==> config.mk <==
export PLATFORM = sky130hd
export DESIGN_NAME = id_ex_stage
export DESIGN_NICKNAME = d
export VERILOG_FILES = /design/src/rtl/mips_pkg.sv /design/src/rtl/id_ex_stage_load_use_detect.sv /design/src/rtl/id_ex_stage.sv
export SDC_FILE = /design/constraint.sdc
export NUM_CORES = 1
export LEC_CHECK = 0
export ABC_AREA = 1
export CORE_ASPECT_RATIO = 0.7
export CORE_MARGIN = 1
export CORE_UTILIZATION = 50
export DETAILED_ROUTE_END_ITERATION = 7
export DONT_BUFFER_PORTS = 1
export PLACE_DENSITY = 0.7
export SYNTH_ARGS = -nofsm -noshare
export SYNTH_HDL_FRONTEND = slang
export SYNTH_SLANG_ARGS = --single-unit
==> constraint.sdc <==
create_clock -name clock -period 1.43 [get_ports clock]
set_clock_uncertainty 0.1 [all_clocks]
set_input_delay 0.286 -clock clock [delete_from_list [all_inputs] [get_ports clock]]
set_output_delay 0.286 -clock clock [all_outputs]
set_load 0.005 [all_outputs]
==> src/rtl/mips_pkg.sv <==
// Shared definitions for the 5-stage MIPS core: control-bus layout, hazard FSM states and opcodes.
package mips_pkg;

  localparam int CTRL_WIDTH    = 9;
  localparam int CTRL_REGWRITE = 8;
  localparam int CTRL_MEMTOREG = 7;
  localparam int CTRL_MEMREAD  = 6;
  localparam int CTRL_MEMWRITE = 5;
  localparam int CTRL_BRANCH   = 4;
  localparam int CTRL_ALUSRC   = 3;
  localparam int CTRL_REGDST   = 2;
  localparam int CTRL_ALUOP_HI = 1;
  localparam int CTRL_ALUOP_LO = 0;

  typedef struct packed {
    logic       regwrite;
    logic       memtoreg;
    logic       memread;
    logic       memwrite;
    logic       branch;
    logic       alusrc;
    logic       regdst;
    logic [1:0] aluop;
  } ctrl_t;

  typedef enum logic [1:0] {
    RUN    = 2'd0,
    BUBBLE = 2'd1,
    FREEZE = 2'd2
  } stage_state_e;

  localparam logic [4:0] REG_ZERO = 5'd0;

  localparam logic [5:0] OP_RTYPE = 6'h00;
  localparam logic [5:0] OP_LW    = 6'h23;
  localparam logic [5:0] OP_SW    = 6'h2B;
  localparam logic [5:0] OP_BEQ   = 6'h04;

  // Destination register selection shared by every stage that resolves writeback targets.
  function automatic logic [4:0] pick_dst(input ctrl_t c, input logic [4:0] rd, input logic [4:0] rt);
    return c.regdst ? rd : rt;
  endfunction

endpackage

==> src/rtl/id_ex_stage_load_use_detect.sv <==
// Combinational load-use detector: a load in EX whose target is read by the instruction in ID.
module load_use_detect
  import mips_pkg::*;
#(
  parameter int RW = 5
) (
  input  logic          ex_memread_i,
  input  logic [RW-1:0] ex_rt_i,
  input  logic          id_valid_i,
  input  logic [RW-1:0] id_rs_i,
  input  logic [RW-1:0] id_rt_i,
  input  logic          id_uses_rt_i,
  output logic          load_use_o
);

  logic rt_live;
  logic rs_match;
  logic rt_match;

  // r0 is hard-wired zero, so a load targeting it can never create a dependency.
  assign rt_live    = (ex_rt_i != RW'(REG_ZERO));
  assign rs_match   = (ex_rt_i == id_rs_i);
  assign rt_match   = id_uses_rt_i & (ex_rt_i == id_rt_i);
  assign load_use_o = ex_memread_i & rt_live & id_valid_i & (rs_match | rt_match);

endmodule

==> src/rtl/id_ex_stage.sv <==
// ID/EX pipeline register with load-use stall, flush bubbles and memory freeze.
// Optional hazard counters are built when HAZARD_STATS_EN is defined.
module id_ex_stage
  import mips_pkg::*;
#(
  parameter int DW     = 32,
  parameter int RW     = 5,
  parameter int CTRL_W = 9
) (
  input  logic              clock,
  input  logic              reset_n,
  input  logic              id_valid,
  input  logic [5:0]        id_op,
  input  logic [RW-1:0]     id_rs,
  input  logic [RW-1:0]     id_rt,
  input  logic [RW-1:0]     id_rd,
  input  logic              id_uses_rt,
  input  logic [DW-1:0]     id_rs_val,
  input  logic [DW-1:0]     id_rt_val,
  input  logic [DW-1:0]     id_imm,
  input  logic [CTRL_W-1:0] id_ctrl,
  input  logic              flush,
  input  logic              mem_busy,
  output logic              stall_o,
  output logic              ex_valid,
  output logic [5:0]        ex_op,
  output logic [RW-1:0]     ex_rs,
  output logic [RW-1:0]     ex_rt,
  output logic [RW-1:0]     ex_dst,
  output logic [DW-1:0]     ex_rs_val,
  output logic [DW-1:0]     ex_rt_val,
  output logic [DW-1:0]     ex_imm,
  output logic [CTRL_W-1:0] ex_ctrl
`ifdef HAZARD_STATS_EN
  ,
  output logic [31:0]       bubble_cnt,
  output logic [31:0]       freeze_cnt
`endif
);

  stage_state_e state_q;
  stage_state_e resume_q;
  stage_state_e active_state;

  logic              ex_valid_q,  ex_valid_d;
  logic [5:0]        ex_op_q,     ex_op_d;
  logic [RW-1:0]     ex_rs_q,     ex_rs_d;
  logic [RW-1:0]     ex_rt_q,     ex_rt_d;
  logic [RW-1:0]     ex_dst_q,    ex_dst_d;
  logic [DW-1:0]     ex_rs_val_q, ex_rs_val_d;
  logic [DW-1:0]     ex_rt_val_q, ex_rt_val_d;
  logic [DW-1:0]     ex_imm_q,    ex_imm_d;
  logic [CTRL_W-1:0] ex_ctrl_q,   ex_ctrl_d;

  ctrl_t id_ctrl_s;
  ctrl_t ex_ctrl_s;
  logic  load_use;
  logic  hazard;
  logic  kill;

  assign id_ctrl_s = id_ctrl[CTRL_WIDTH-1:0];
  assign ex_ctrl_s = ex_ctrl_q[CTRL_WIDTH-1:0];

  load_use_detect #(
    .RW (RW)
  ) u_load_use (
    .ex_memread_i (ex_ctrl_s.memread),
    .ex_rt_i      (ex_rt_q),
    .id_valid_i   (id_valid),
    .id_rs_i      (id_rs),
    .id_rt_i      (id_rt),
    .id_uses_rt_i (id_uses_rt),
    .load_use_o   (load_use)
  );

  // FREEZE is transparent: once memory releases, the cycle behaves as the state it interrupted.
  assign active_state = (state_q == FREEZE) ? resume_q : state_q;
  assign hazard       = load_use & (active_state == RUN);
  assign stall_o      = reset_n & (mem_busy | (~flush & hazard));

  always_ff @(posedge clock or negedge reset_n) begin
    if (!reset_n) begin
      state_q  <= RUN;
      resume_q <= RUN;
    end else if (mem_busy) begin
      state_q  <= FREEZE;
      resume_q <= active_state;
    end else if (!flush && hazard) begin
      state_q  <= BUBBLE;
    end else begin
      state_q  <= RUN;
    end
  end

  // A flush, a load-use stall or an empty ID slot all become a fully zeroed bubble.
  always_comb begin
    kill        = flush | hazard | ~id_valid;
    ex_valid_d  = 1'b0;
    ex_op_d     = '0;
    ex_rs_d     = '0;
    ex_rt_d     = '0;
    ex_dst_d    = '0;
    ex_rs_val_d = '0;
    ex_rt_val_d = '0;
    ex_imm_d    = '0;
    ex_ctrl_d   = '0;
    if (!kill) begin
      ex_valid_d  = 1'b1;
      ex_op_d     = id_op;
      ex_rs_d     = id_rs;
      ex_rt_d     = id_rt;
      ex_dst_d    = id_ctrl_s.regdst ? id_rd : id_rt;
      ex_rs_val_d = id_rs_val;
      ex_rt_val_d = id_rt_val;
      ex_imm_d    = id_imm;
      ex_ctrl_d   = id_ctrl;
    end
  end

  always_ff @(posedge clock or negedge reset_n) begin
    if (!reset_n) begin
      ex_valid_q  <= 1'b0;
      ex_op_q     <= '0;
      ex_rs_q     <= '0;
      ex_rt_q     <= '0;
      ex_dst_q    <= '0;
      ex_rs_val_q <= '0;
      ex_rt_val_q <= '0;
      ex_imm_q    <= '0;
      ex_ctrl_q   <= '0;
    end else if (!mem_busy) begin
      ex_valid_q  <= ex_valid_d;
      ex_op_q     <= ex_op_d;
      ex_rs_q     <= ex_rs_d;
      ex_rt_q     <= ex_rt_d;
      ex_dst_q    <= ex_dst_d;
      ex_rs_val_q <= ex_rs_val_d;
      ex_rt_val_q <= ex_rt_val_d;
      ex_imm_q    <= ex_imm_d;
      ex_ctrl_q   <= ex_ctrl_d;
    end
  end

  assign ex_valid  = ex_valid_q;
  assign ex_op     = ex_op_q;
  assign ex_rs     = ex_rs_q;
  assign ex_rt     = ex_rt_q;
  assign ex_dst    = ex_dst_q;
  assign ex_rs_val = ex_rs_val_q;
  assign ex_rt_val = ex_rt_val_q;
  assign ex_imm    = ex_imm_q;
  assign ex_ctrl   = ex_ctrl_q;

`ifdef HAZARD_STATS_EN
  logic [31:0] bubble_cnt_q;
  logic [31:0] freeze_cnt_q;

  // Counters wrap freely; only edges that actually insert a load-use bubble are counted as bubbles.
  always_ff @(posedge clock or negedge reset_n) begin
    if (!reset_n) begin
      bubble_cnt_q <= '0;
      freeze_cnt_q <= '0;
    end else if (mem_busy) begin
      freeze_cnt_q <= freeze_cnt_q + 32'd1;
    end else if (!flush && hazard) begin
      bubble_cnt_q <= bubble_cnt_q + 32'd1;
    end
  end

  assign bubble_cnt = bubble_cnt_q;
  assign freeze_cnt = freeze_cnt_q;
`endif

endmodule

==> results.md, run 1 <==
Synth:
- The post-synthesis net count is 765.
- The count of cell types in the netlist is 19.
- The fraction of the yosys area taken by sequential cells is 0.599.
- The area of the mapped netlist is 0.00548 sq mm.
- Counting every instance in the synthesized netlist gives 633.
- The count of synthesis-stage warnings from yosys is 0.
- The average instance area after synthesis is 8.65 sq um.
- The number of flip-flops and latches in the synthesized netlist is 131.

Clock network:
- Hold repair after CTS inserted 159 buffers.
- CTS built an H-tree with a depth of 4.
- Counting every sink on the clock net gives 131.
- Clock tree synthesis inserted a total of 17 buffers.
- The buffer levels on the longest clock path is 2.
- The post-CTS resize count is 10.
- The cell sitting at the root of the clock tree is a clkbuf_16.
- Once the clock tree was built, the setup fixing pass inserted 2 buffers.

Floorplan:
- For this configuration, the core starts out at a cell density of 0.521.
- The die height is 89.6 microns.
- The number of top-level design ports is 260.
- The initialized floorplan defines 31 standard-cell rows.
- The die extent in x is 127 microns.

Status:
- The first error in the log reads "[ERROR RSZ-0060] Max buffer count reached".
- The run stopped with a tool error.
- It got as far as clock tree synthesis (4_1_cts) and failed there.

Place:
- The wire-length estimate of the detail-placed layout is 8810 microns.
- After detailed placement, the design holds a cell count of 755.
- The number of I/O port buffers is 0.
- At the end of routability-driven placement, the weighted congestion stood at 0.913.
[logic make-up after synthesis]
kind of cell,after synthesis,synth area share
XOR/XNOR,1,0.00160
AO/OA/AOI/OAI,9,0.00823
multiplexers,1,0.00206
AND/OR/NAND/NOR,431,0.328
flip-flops,131,0.599
buffers and inverters,60,0.0615
[Yosys cell counts]
| cell type | number | area, sq um |
|---|---|---|
| nor3b_1 | 1 | 7.51 |
| buf_6 | 13 | 146 |
| buf_2 | 5 | 25.0 |
| nor3_1 | 1 | 5.00 |
| buf_1 | 10 | 37.5 |
| dfrtp_1 | 131 | 3280 |
| a21oi_1 | 2 | 10.0 |
| mux2_2 | 1 | 11.3 |
| nor2_1 | 7 | 26.3 |
| nor3_2 | 1 | 10.0 |
| nand2_1 | 290 | 1090 |
| nand3_1 | 130 | 651 |
| inv_1 | 14 | 52.6 |
| o21ai_0 | 7 | 35.0 |
| buf_4 | 2 | 15.0 |
| nand3b_1 | 1 | 7.51 |
| inv_2 | 2 | 7.51 |
| xnor2_1 | 1 | 8.76 |
| clkbuf_1 | 14 | 52.6 |
[through the flow]
step / setup slack (ns) / utilization / cell area (sq um) / setup TNS [ns] / hold slack (ns)
after floorplan: -0.0146 / - / 5490 / -1.16 / -0.110
after global placement: -0.171 / 0.534 / 5610 / -17.82 / -0.108
after detailed placement: -0.216 / 0.534 / 5610 / -20.89 / -0.108
==> inputs of run 2 (changes only) <==
- CORE_ASPECT_RATIO: 0.7 -> default
- CORE_UTILIZATION: 50 -> 35
- PLACE_DENSITY: 0.7 -> default
- PLACE_DENSITY_LB_ADDON: default -> 0.15
- clock period: 1.43 -> 1.9 ns (I/O delays scaled with it)
==> results.md, run 2 <==
Clock network:
- The hold buffer count at cts is 99 (-38%).
- At the later pin of the worst-skew pair, clock insertion delay measures 0.41 ns.
- The tree is rooted in a clkbuf_16.
- The CTS buffer count was 17 (unchanged).
- The TritonCTS clock tree is yes.
- The H-tree depth was 4 (unchanged).
- The number of sinks handled by clock tree synthesis was 131 (unchanged).
- The buffer levels on the longest clock path is 2 (unchanged).
- After clock tree synthesis, the clock-pin slew on the worst setup and hold paths is 0.06 ns.

Timing:
- Across all hold checks on the routed design, the worst slack comes to -0.433 ns.
- The number of pins with negative max-slew slack in the final report came to 0.
- The maximum frequency from static timing analysis is 500 MHz.
- The final total negative setup slack is -0.0981 ns.
- The worst path setup slack after routing is -0.0981 ns.
- In the finished design, the share of the clock period the worst path needs comes to 1.05.
- The transition time at the pin with the least slew margin is 0.430 ns.
- Setup violations remaining at the end of the flow were counted as 1.
- The tightest slew margin relative to the limit is 0.713.
- The number of hold violations in the final report is 131.
- For the finished layout, the period the worst path requires is 2.00 ns.
- Setup repair after global routing could not meet its margin everywhere.

Synth:
- The area of the mapped netlist is 0.00548 sq mm (unchanged).
- The average instance area after synthesis came to 8.65 sq um (unchanged).
- The top cell type by total area after synthesis is dfrtp_1.
- The number of flops mapped to enable cells by yosys is 0 (unchanged).
- The number of flip-flops and latches in the synthesized netlist is 131 (unchanged).
- The count of cell types in the netlist was 19 (unchanged).
- By count the netlist is led by 290 x nand2_1, 131 x dfrtp_1, 130 x nand3_1.
- The count of synthesis-stage warnings from yosys is 0 (unchanged).
- Sorting the synthesized cells by area gives the leading types as dfrtp_1 60%, nand2_1 20%, nand3_1 12%.
- The most repeated cell in the gate-level netlist after synthesis is nand2_1.
- The commonest register cell after synthesis is dfrtp_1.
- The share of synthesized registers carrying an async set or reset is 1.00 (unchanged).
- The number of instances in the synthesized netlist came to 633 (unchanged).
- The area fraction of the dominant cell type after synthesis is 0.599 (unchanged).
- The post-synthesis net count is 765 (unchanged).
- The fraction of the yosys area taken by sequential cells is 0.599 (unchanged).

Power and ir drop:
- Summed over all cells, the static leakage comes to 3.73 nW.
- The worst ir drop on vdd is 0.559 mV.
- Power spread over the standard cell area amounts to 947 mW/mm^2.

Detailed routing:
- The number of vias in the routed layout is 4,554.
- Dividing the detail-routed wire length by the instance count gives 16.5 microns.
- The detail route stage leaves a number of antenna-violating nets equal to 0.
- After detailed routing, the number of vias per cell comes to 4.86.
- The pre-antenna-repair detailed-routing pass consisted of 4 iterations.
- After the first detailed-routing iteration, the DRC count stood at 319.
- The DRC violation count after routing is 0.
- The final wirelength is 15,500 microns.

Place:
- The post-detailed-placement half-perimeter wirelength is 8940 microns (+1.5%).
- The number of I/O port buffers is 0 (unchanged).
- The placement-stage worst setup slack came to 0.167 ns (+0.382 ns).
- The area after detailed placement came to 0.00556 sq mm (-0.91%).
- The total instance count after detailed placement is 805 (+6.6%).
- The weighted congestion at the end of routability-driven global placement came to 0.827 (-9.5%).

Critical path:
- The highest net fanout along the worst path is 2.
- The worst register-to-register path has a setup slack of 0.13 ns.
- The worst register-to-register path has a depth of 11.
- The signal on the critical path passes through a21oi_1 -> nand3b_1 -> nor2_2 -> nand3_2 -> a21oi_2.
- The data arrival at the endpoint of the critical path is 1.52 ns.
- The category of the worst setup path launch point is a register.
- The worst setup path is captured at a primary output.
- The required arrival time at the worst endpoint is 1.42 ns.
- The slowest stage of the critical path is the dfrtp_1 cell.
- The classification of the worst setup path is register to primary output.
- For this run, the slowest stage of the critical path takes 0.38 ns.

Global routing:
- The via count of the first global-routing pass is 4,628.
- The initial antenna violation count is 0.
- The final global-route overflow total is 0.
- The first global-routing pass estimated 24,000 microns of wire.
- The total routing usage reported by global routing is 0.194.
- Entering global routing, the biggest net connects 133 pins.

Floorplan:
- The number of top-level design ports came to 260 (unchanged).
- The die covers 0.0161 sq mm.
- The die extent in x is 127 microns (unchanged).
- The die height is 127 microns (+42%).
- The core area is 0.0153 sq mm.
- The row count came to 45 (+45%).
- The starting density of the core was 0.359 (-0.162).

Layout:
- The footprint of the flip-flops and latches is 0.00328 sq mm.
- The top cell types in the final layout, fill and taps aside, are 288 x nand2_1, 129 x nand3_1, 127 x dfrtp_1.
- In the final layout, the share of cells above drive strength 1 is 0.0799.
- The area of the multi-input gates is 0.00189 sq mm.
- The layout filler cell count is 1,440.
- With fillers left out, the area of the finished cells amounts to 0.00722 sq mm.
- The final layout net count is 845.
- Excluding fillers, the count of instances in the completed layout stands at 937.
- Compared with the post-synthesis result, the final layout area differs by 31.8%.
- The number of inserted diodes is 0.
- Leaving out fill and tap cells, the most frequent cell in the layout is nand2_1.

Status:
- The flow ran to the end, but the final reports show violations.
- The final reports fail on hold timing, setup timing.

Hold path:
- The path class of the tightest hold or removal check is input pin to async pin.

Flow run:
- Max-cap violations in this run came to 0.
-- run 2: kinds of logic after synthesis --
| group | synth area share |
|---|---|
| AOI/OAI and AO/OA | 0.00823 |
| xor gates and xnor gates | 0.00160 |
| buffers and inverters | 0.0615 |
| DFF | 0.599 |
| muxes | 0.00206 |
| and+or+nand+nor | 0.328 |
-- run 2: timing repair --
item                                    in CTS  in global routing
pin swaps                                    3                  4
hold endpoints to repair                   240                131
buffers inserted                             0                  1
endpoints found under the setup margin       1                  1
resized for setup                           11                  2
cloned                                       0                  0
-- run 2: per-stage QoR --
step,util,hold WS (ns),power [mW]
6_report,0.473,-0.433,6.83
5_1_grt,0.473,-0.464,7.10
4_1_cts,0.472,-0.458,6.92
3_5_place_dp,0.365,-0.0134,3.37
3_3_place_gp,0.365,-0.0133,3.36
2_1_floorplan,-,-0.0156,3.32
-- run 2: metal layers --
layer	global-route usage	wire length, microns	part of all wire	up-vias
li1	-	-	-	2167
met1	0.223	6300	0.41	2163
met2	0.328	7540	0.49	197
met3	0.0641	1240	0.080	27
met4	0.0868	389	0.025	0
met5	0	0	0	-
-- run 2: where the power goes --
group / switching (mW) / leakage [nW] / internal (mW) / total [mW]
clock network: 1.22 / 0.288 / 2.07 / 3.29
registers: 0.140 / 1.76 / 2.94 / 3.09
logic: 0.217 / 1.69 / 0.236 / 0.453
-- run 2: layout make-up --
type | count | area share
flip-flops and latches | 131 | 0.455
clock buffers | 21 | 0.0666
repair buffers | 105 | 0.154
clock inverters | 11 | 0.0175
inverters | 16 | 0.00832
well taps | 211 | 0.0366
multi-input cells | 442 | 0.262
-- run 2: final timing paths --
| kind | from | to |
|---|---|---|
| min in group clock | id_rt_val[5] | ex_rt_val[5] |
| worst min-delay path | reset_n | ex_rs_val[0] |
| worst min register to register | ex_rt_val[20] | ex_rt_val[20] |
| max in group asynchronous | reset_n | ex_op[5] |
| worst max-delay path | resume_q[0] | stall_o |
| worst max register to register | ex_rt[4] | ex_rs_val[0] |
-- run 2: critical path, delay by kind of cell, from the launching register on --
| family | cells | cell delay, ns |
|---|---|---|
| compound gates | 2 | 0.34 |
| flops | 1 | 0.38 |
| simple gates | 3 | 0.40 |
No activity file was read; power rests on OpenSTA's default activity.
==> inputs of run 3 (changes only) <==
- SETUP_SLACK_MARGIN: default -> 0.5
==> results.md, run 3 <==
Clock network:
- The number of sinks handled by clock tree synthesis was 131 (unchanged).
- The post-CTS resize count is 10 (-1).
- The CTS buffer count is 17 (unchanged).
- The buffer levels on the longest clock path is 2 (unchanged).
- The hold buffer count at cts is 170 (+72%).
- The H-tree depth is 4 (unchanged).
- Clock tree synthesis selected as its root buffer the cell clkbuf_16.
- The buffer count from post-CTS setup fixing is 1 (+1).

Synth:
- The number of flip-flops and latches in the synthesized netlist is 131 (unchanged).
- The top cell type by total area after synthesis is dfrtp_1.
- The average instance area after synthesis was 8.65 sq um (unchanged).
- The count of synthesis-stage warnings from yosys is 0 (unchanged).
- The area fraction of the dominant cell type after synthesis is 0.599 (unchanged).
- The share of synthesized registers carrying an async set or reset came to 1.00 (unchanged).
- The most common cell in the synthesized netlist is nand2_1.
- The post-synthesis net count is 765 (unchanged).
- The number of flops mapped to enable cells by yosys is 0 (unchanged).
- The number of instances in the synthesized netlist came to 633 (unchanged).
- The fraction of the yosys area taken by sequential cells is 0.599 (unchanged).
- The commonest register cell after synthesis is dfrtp_1.
- After synthesis, the cell types taking the most area are dfrtp_1 60%, nand2_1 20%, nand3_1 12%.
- The area of the mapped netlist came to 0.00548 sq mm (unchanged).
- The count of cell types in the netlist came to 19 (unchanged).
- Counting instances in the post-synthesis netlist gives the leading cell types as 290 x nand2_1, 131 x dfrtp_1, 130 x nand3_1.

Place:
- The post-detailed-placement half-perimeter wirelength came to 8650 microns (-3.2%).
- The number of I/O port buffers was 0 (unchanged).
- The weighted congestion at the end of routability-driven global placement is 0.806 (-2.6%).

Floorplan:
- The die extent in x is 127 microns (unchanged).
- The number of top-level design ports was 260 (unchanged).
- The starting density of the core came to 0.359 (unchanged).
- The row count is 45 (unchanged).
- The die height is 127 microns (unchanged).

Status:
- The tool reported: "[ERROR RSZ-0060] Max buffer count reached".
- The flow did not finish.
- The stage where the flow stopped is clock tree synthesis (4_1_cts).
[run 3: cell counts after synthesis]
Identical to the previous run, type by type.
[run 3: per-stage QoR]
step / utilization / cell area (sq um) / instances / setup slack [ns] / hold slack, ns
2_1_floorplan: - / 5480 / 633 / 0.443 / -0.0156
3_3_place_gp: 0.366 / 5580 / 805 / 0.208 / -0.0119
3_5_place_dp: 0.366 / 5580 / 805 / 0.198 / -0.0122
[run 3: kinds of logic after synthesis]
group	synth area share
simple gates	0.328
flops	0.599
buf+inv	0.0615
compound gates	0.00823
xor+xnor	0.00160
mux	0.00206
==> variant 1: new RTL, config.mk and constraints of run 2 <==
The 3 states of `stage_state_e` get a one-hot encoding in 3 bits.
--- a/src/rtl/mips_pkg.sv
+++ b/src/rtl/mips_pkg.sv
@@ -24,8 +24,8 @@
   } ctrl_t;
 
-  typedef enum logic [1:0] {
-    RUN    = 2'd0,
-    BUBBLE = 2'd1,
-    FREEZE = 2'd2
+  typedef enum logic [2:0] {
+    RUN    = 3'b001,
+    BUBBLE = 3'b010,
+    FREEZE = 3'b100
   } stage_state_e;
 
Function: same outputs for any inputs over 10 cycles, from zero or initial values and one cycle with reset_n low; not proved beyond that.
==> variant 1 against run 2 <==
Critical endpoint unchanged. Wire length grew 0.64%. Total power grew 3.8%. Critical path type unchanged. Cell area grew 1.7%. The run still ends with hold timing, setup timing left. Sequential cell count grew 2. Worst setup slack lost 0.20 ns. Highest routed layer unchanged. Synthesized area grew 2.4%. Sequential share of layout area shrank 0.077 points.
==> variant 1: results (changes against run 2) <==
STA
  – Final setup viols: 1 (unchanged)
  – Worst hold slack: -0.428 ns (+0.00524 ns)
  – Headroom to the max-slew limit: 45.0% (-26 points)
  – Count of final hold-check violations: 133 (+1.5%)
  – Setup ws final: -0.297 ns (-0.199 ns)

Outcome
  – Failing checks: hold timing, setup timing
  – Status: finished, violations left

Yosys
  – Ys Warns: 0 (unchanged)
  – Seq/Total Area, Yosys: 59.4% (-0.47 points)
  – Largest cells by area after synthesis: dfrtp_1 58%, nand2_1 20%, nand3_1 12%
  – Cell variety after synth: 19 (unchanged)
  – Adder-Cell Fraction of Synth Area: 0% (unchanged)
  – Synth Area in XOR/XNOR: 0.156% (-0.0037 points)
  – Compound-Gate Fraction of Synth Area: 0.870% (+0.048 points)
  – Multiplexer share of the synthesized area: 0.201% (-0.0048 points)
  – Post-synth top cells: 295 x nand2_1, 134 x nand3_1, 131 x dfrtp_1, 17 x inv_1, 15 x clkbuf_1
  – Asr flop ratio synth: 100% (unchanged)
  – Syn_nets: 781 (+2.1%)

Clock tree
  – Total CTS buffers: 17 (unchanged)
  – Clock root cell: clkbuf_16
  – Hold Buf Count CTS: 92 (-7.1%)
  – H-Tree Level Count: 4 (unchanged)
  – Reg clk slew, reported paths: 0.05 ns

Global route
  – First-pass GRT wire length: 23900 um (-0.35%)
  – Global Route met2 Usage: 32.1% (-0.72 points)
  – Largest net degree at the start of global routing: 135 (+1.5%)
  – Total GRT Usage: 18.9% (-0.46 points)
  – Met3 Usage GRT: 6.90% (+0.50 points)
  – Met1 global-route usage: 21.7% (-0.62 points)
  – Vias in the first global route: 4680 (+1.1%)

Worst setup path
  – CP peak stage delay: 0.52 ns (+0.14 ns)
  – WP data arrival: 1.72 ns (+0.20 ns)
  – FF-to-FF setup slack: 0.14 ns
  – R2r endpoint: ex_imm[6]
  – Critical path peak fanout: 4 (+2)
  – Top cell family by delay on the critical path: flip-flops
  – Critical-path top delay cell: dfstp_2
  – RR Startpoint: ex_rt[0]
  – Reg2Reg Depth: 9 (-2)

Placed design
  – Final HPWL from detailed placement: 8910 um (-0.34%)
  – Gpl congestion: 0.791 (-4.4%)
  – Post-DP Area: 0.00572 sq mm (+2.8%)

Detailed routing
  – WL/cell: 16.4 um (-0.63%)
  – DR vias/cell: 4.98 (+2.5%)
  – Initial DRC count: 165 (-48%)

Power
  – Leak: 3.79 nW (+1.4%)
  – Peak VDD IR: 0.000579 V (+3.5%)

Finish
  – Nets: 858 (+1.5%)
  – Ant. Diodes: 0 (unchanged)
  – Share of cells above drive strength 1: 8.81% (+0.82 points)
==> variant 1: changes by cell type in the layout (fill, tap and decap cells not counted), sizes merged, moves of 4 or more <==
cell	change
inv	+5
buf	+4
nand3	+4
dlygate4sd3	-6
nand2	+5
==> variant 1: repair_timing <==
action,CTS,global route
buffers inserted,0,1
setup endpoints to repair,1,1
gates cloned,0,0
pin swaps,1,3
resized for setup,3,10
hold endpoints to repair,251,133
==> variant 1: worst register-to-register path, stage by stage, from the launching register on <==
cell	delay, ns
dfrtp_1	0.42
inv_1	0.12
nand3_1	0.08
o21bai_1	0.23
nor2_4	0.05
buf_4	0.14
nand2_4	0.11
buf_12	0.21
nand3_1	0.15
nand2_1	0.08
==> variant 1: cells by family (layout without fill, tap and decap cells) <==
family,count (synthesis),after routing
buffers and inverters,66,155
AOI/OAI and AO/OA,9,9
muxes,1,1
xor gates and xnor gates,1,1
and+or+nand+nor,439,439
DFF,133,133
==> variant 1: layer usage <==
metal / part of all wire (%) / vias to the layer above
met5: 0 / -
met2: 49 / 213
met3: 9.2 / 20
met4: 1.9 / 0
met1: 40 / 2283
li1: - / 2210
==> variant 1: final cells by class <==
type	instances	area [sq um]
Clock buffer	20	467
Fill cell	1473	8090
Inverter	21	78.8
Tap cell	211	264
Sequential cell	133	3330
Timing Repair Buffer	103	1080
Clock inverter	11	174
Multi-Input combinational cell	450	1940
==> variant 1: per-stage QoR <==
step / worst slack (ns) / hold slack (ns) / cells / TNS, ns
floorplan: 0.304 / -0.0156 / 649 / 0
global placement: 0.0940 / -0.0122 / 825 / 0
detailed placement: 0.0573 / -0.0114 / 825 / 0
CTS: -0.340 / -0.452 / 948 / -0.340
global route: -0.404 / -0.458 / 949 / -0.404
finish: -0.297 / -0.428 / 949 / -0.297
==> variant 1: worst max-delay path by stage <==
stage	startpoint	end	slack (ns)	cells past startpoint
6_report	state_q[0]	stall_o	-0.30	9
5_1_grt	ex_rt[0]	stall_o	-0.40	9
4_1_cts	state_q[0]	stall_o	-0.34	9
3_5_place_dp	state_q[0]	stall_o	0.06	9
3_3_place_gp	state_q[0]	stall_o	0.09	9
2_1_floorplan	state_q[0]	stall_o	0.30	8
==> variant 1: power by group <==
| part | switching [mW] | internal (mW) |
|---|---|---|
| registers | 0.140 | 3.00 |
| logic | 0.215 | 0.228 |
| clock network | 1.21 | 2.30 |
| total | 1.57 | 5.52 |
==> variant 2: new RTL, config.mk and constraints of run 2 <==
Made on the original files. The option `HAZARD_STATS_EN` is turned on by a define.
--- a/src/rtl/id_ex_stage.sv
+++ b/src/rtl/id_ex_stage.sv
@@ -1,4 +1,6 @@
 // ID/EX pipeline register with load-use stall, flush bubbles and memory freeze.
 // Optional hazard counters are built when HAZARD_STATS_EN is defined.
+`define HAZARD_STATS_EN
+
 module id_ex_stage
   import mips_pkg::*;
Behaviour (old outputs only; new: bubble_cnt and freeze_cnt): unchanged (equiv_simple and equiv_induct, registers matched by name and starting in step).
==> variant 2 against run 2 <==
Total power grew 37%. First-iteration DRC count grew 21%. The flow still finishes with violations (hold timing, setup timing). Count of clock-buffer cells in the layout shrank 4. Sequential cell count grew 64. Cell area grew 63%. Synthesized area grew 67%. Clock power grew 10%. Synthesized cell count grew 75%. Worst setup slack lost 0.13 ns. Wire length grew 72%. Highest routed layer unchanged. Combinational power grew 150%.
==> variant 2: results (changes against run 2) <==
STA
  – Count of final hold-check violations: 195 (+49%)
  – Headroom to the max-slew limit: 67.1% (-4.2 points)
  – Setup ws final: -0.230 ns (-0.132 ns)
  – Final setup viols: 1 (unchanged)
  – Worst hold slack: -0.470 ns (-0.0373 ns)

Finish
  – Fillcell total: 2408 (+67%)
  – Share of cells above drive strength 1: 11.2% (+3.2 points)
  – Nets: 1386 (+64%)

Detailed routing
  – Initial DRT Pass Iterations: 6 (+2)
  – DR vias/cell: 4.86 (about the same)
  – WL/cell: 16.7 um (+1.4%)

Yosys
  – Compound-Gate Fraction of Synth Area: 4.43% (+3.6 points)
  – Multiplexer share of the synthesized area: 0% (-0.21 points)
  – Synth Area in XOR/XNOR: 3.06% (+2.9 points)
  – Seq/Total Area, Yosys: 53.3% (-6.6 points)
  – Syn_nets: 1242 (+62%)
  – Adder-Cell Fraction of Synth Area: 0.273% (+0.27 points)

Global route
  – First-pass GRT wire length: 41800 um (+74%)
  – Largest net degree at the start of global routing: 197 (+48%)

Outcome
  – Status: finished, violations left
  – Failing checks: hold timing, setup timing

Power
  – Leak: 6.19 nW (+66%)

Placed design
  – Worst slack, placed: 0.0647 ns (-0.102 ns)
  – Post-DP Area: 0.00978 sq mm (+76%)

Clock tree
  – Latest clock arrival within the worst-skew pair: 0.44 ns (+0.03 ns)
  – Reg clk slew, reported paths: 0.08 ns (+0.02 ns)

Worst setup path
  – Critical path peak fanout: 5 (+3)
  – WP data arrival: 1.65 ns (+0.13 ns)
[variant 2: power by group]
part           switching [mW]  total, mW  internal, mW
combinational           0.568       1.11         0.539
clock                    1.87       3.63          1.77
sequential              0.240       4.65          4.41
total                    2.67       9.39          6.72
[variant 2: cell type report]
class                      count  share of cell area (%)
sequential                   195                    41.5
multi-input combinational    750                    31.3
timing repair buffer         174                    15.0
inverter                     114                    3.64
clock buffer                  17                    3.62
tap                          330                    3.51
clock inverter                14                    1.37
[variant 2: per-layer routing]
layer	vias to the layer above	share of wire (%)	track usage (%)
li1	3795	-	-
met1	3670	42	24.7
met2	239	49	33.5
met3	38	6.7	5.96
met4	0	2.0	6.44
met5	-	0	0
[variant 2: critical path, cell delays in order, from the launching register on]
cell and delay [ns]:
dfrtp_1 0.42, inv_2 0.06, nand2_1 0.06, nand2_1 0.04
nor2_1 0.11, nand3_1 0.12, nand2_4 0.10, nand3_4 0.07
a21boi_2 0.12, buf_4 0.13
[variant 2: stage by stage]
stage	total power [mW]	TNS (ns)	utilization, %	std cells
2_1_floorplan	5.21	0	-	1108
3_3_place_gp	5.54	0	38.5	1434
3_5_place_dp	5.54	0	38.5	1434
4_1_cts	9.49	-0.305	45.9	1589
5_1_grt	9.83	-0.778	46.3	1594
6_report	9.39	-0.230	46.3	1594
[variant 2: final timing paths]
path / start / end / depth (start not counted) / slack (ns)
max in group asynchronous: reset_n / bubble_cnt[30] / 0 / 1.75
max reg2reg: ex_rt[0] / bubble_cnt[26] / 11 / 0.08
min in group clock: id_rt[1] / ex_dst[1] / 2 / 0.02
min: reset_n / freeze_cnt[22] / 0 / -0.47
min reg2reg: resume_q[1] / resume_q[1] / 2 / 0.40
max: ex_rt[0] / stall_o / 9 / -0.23
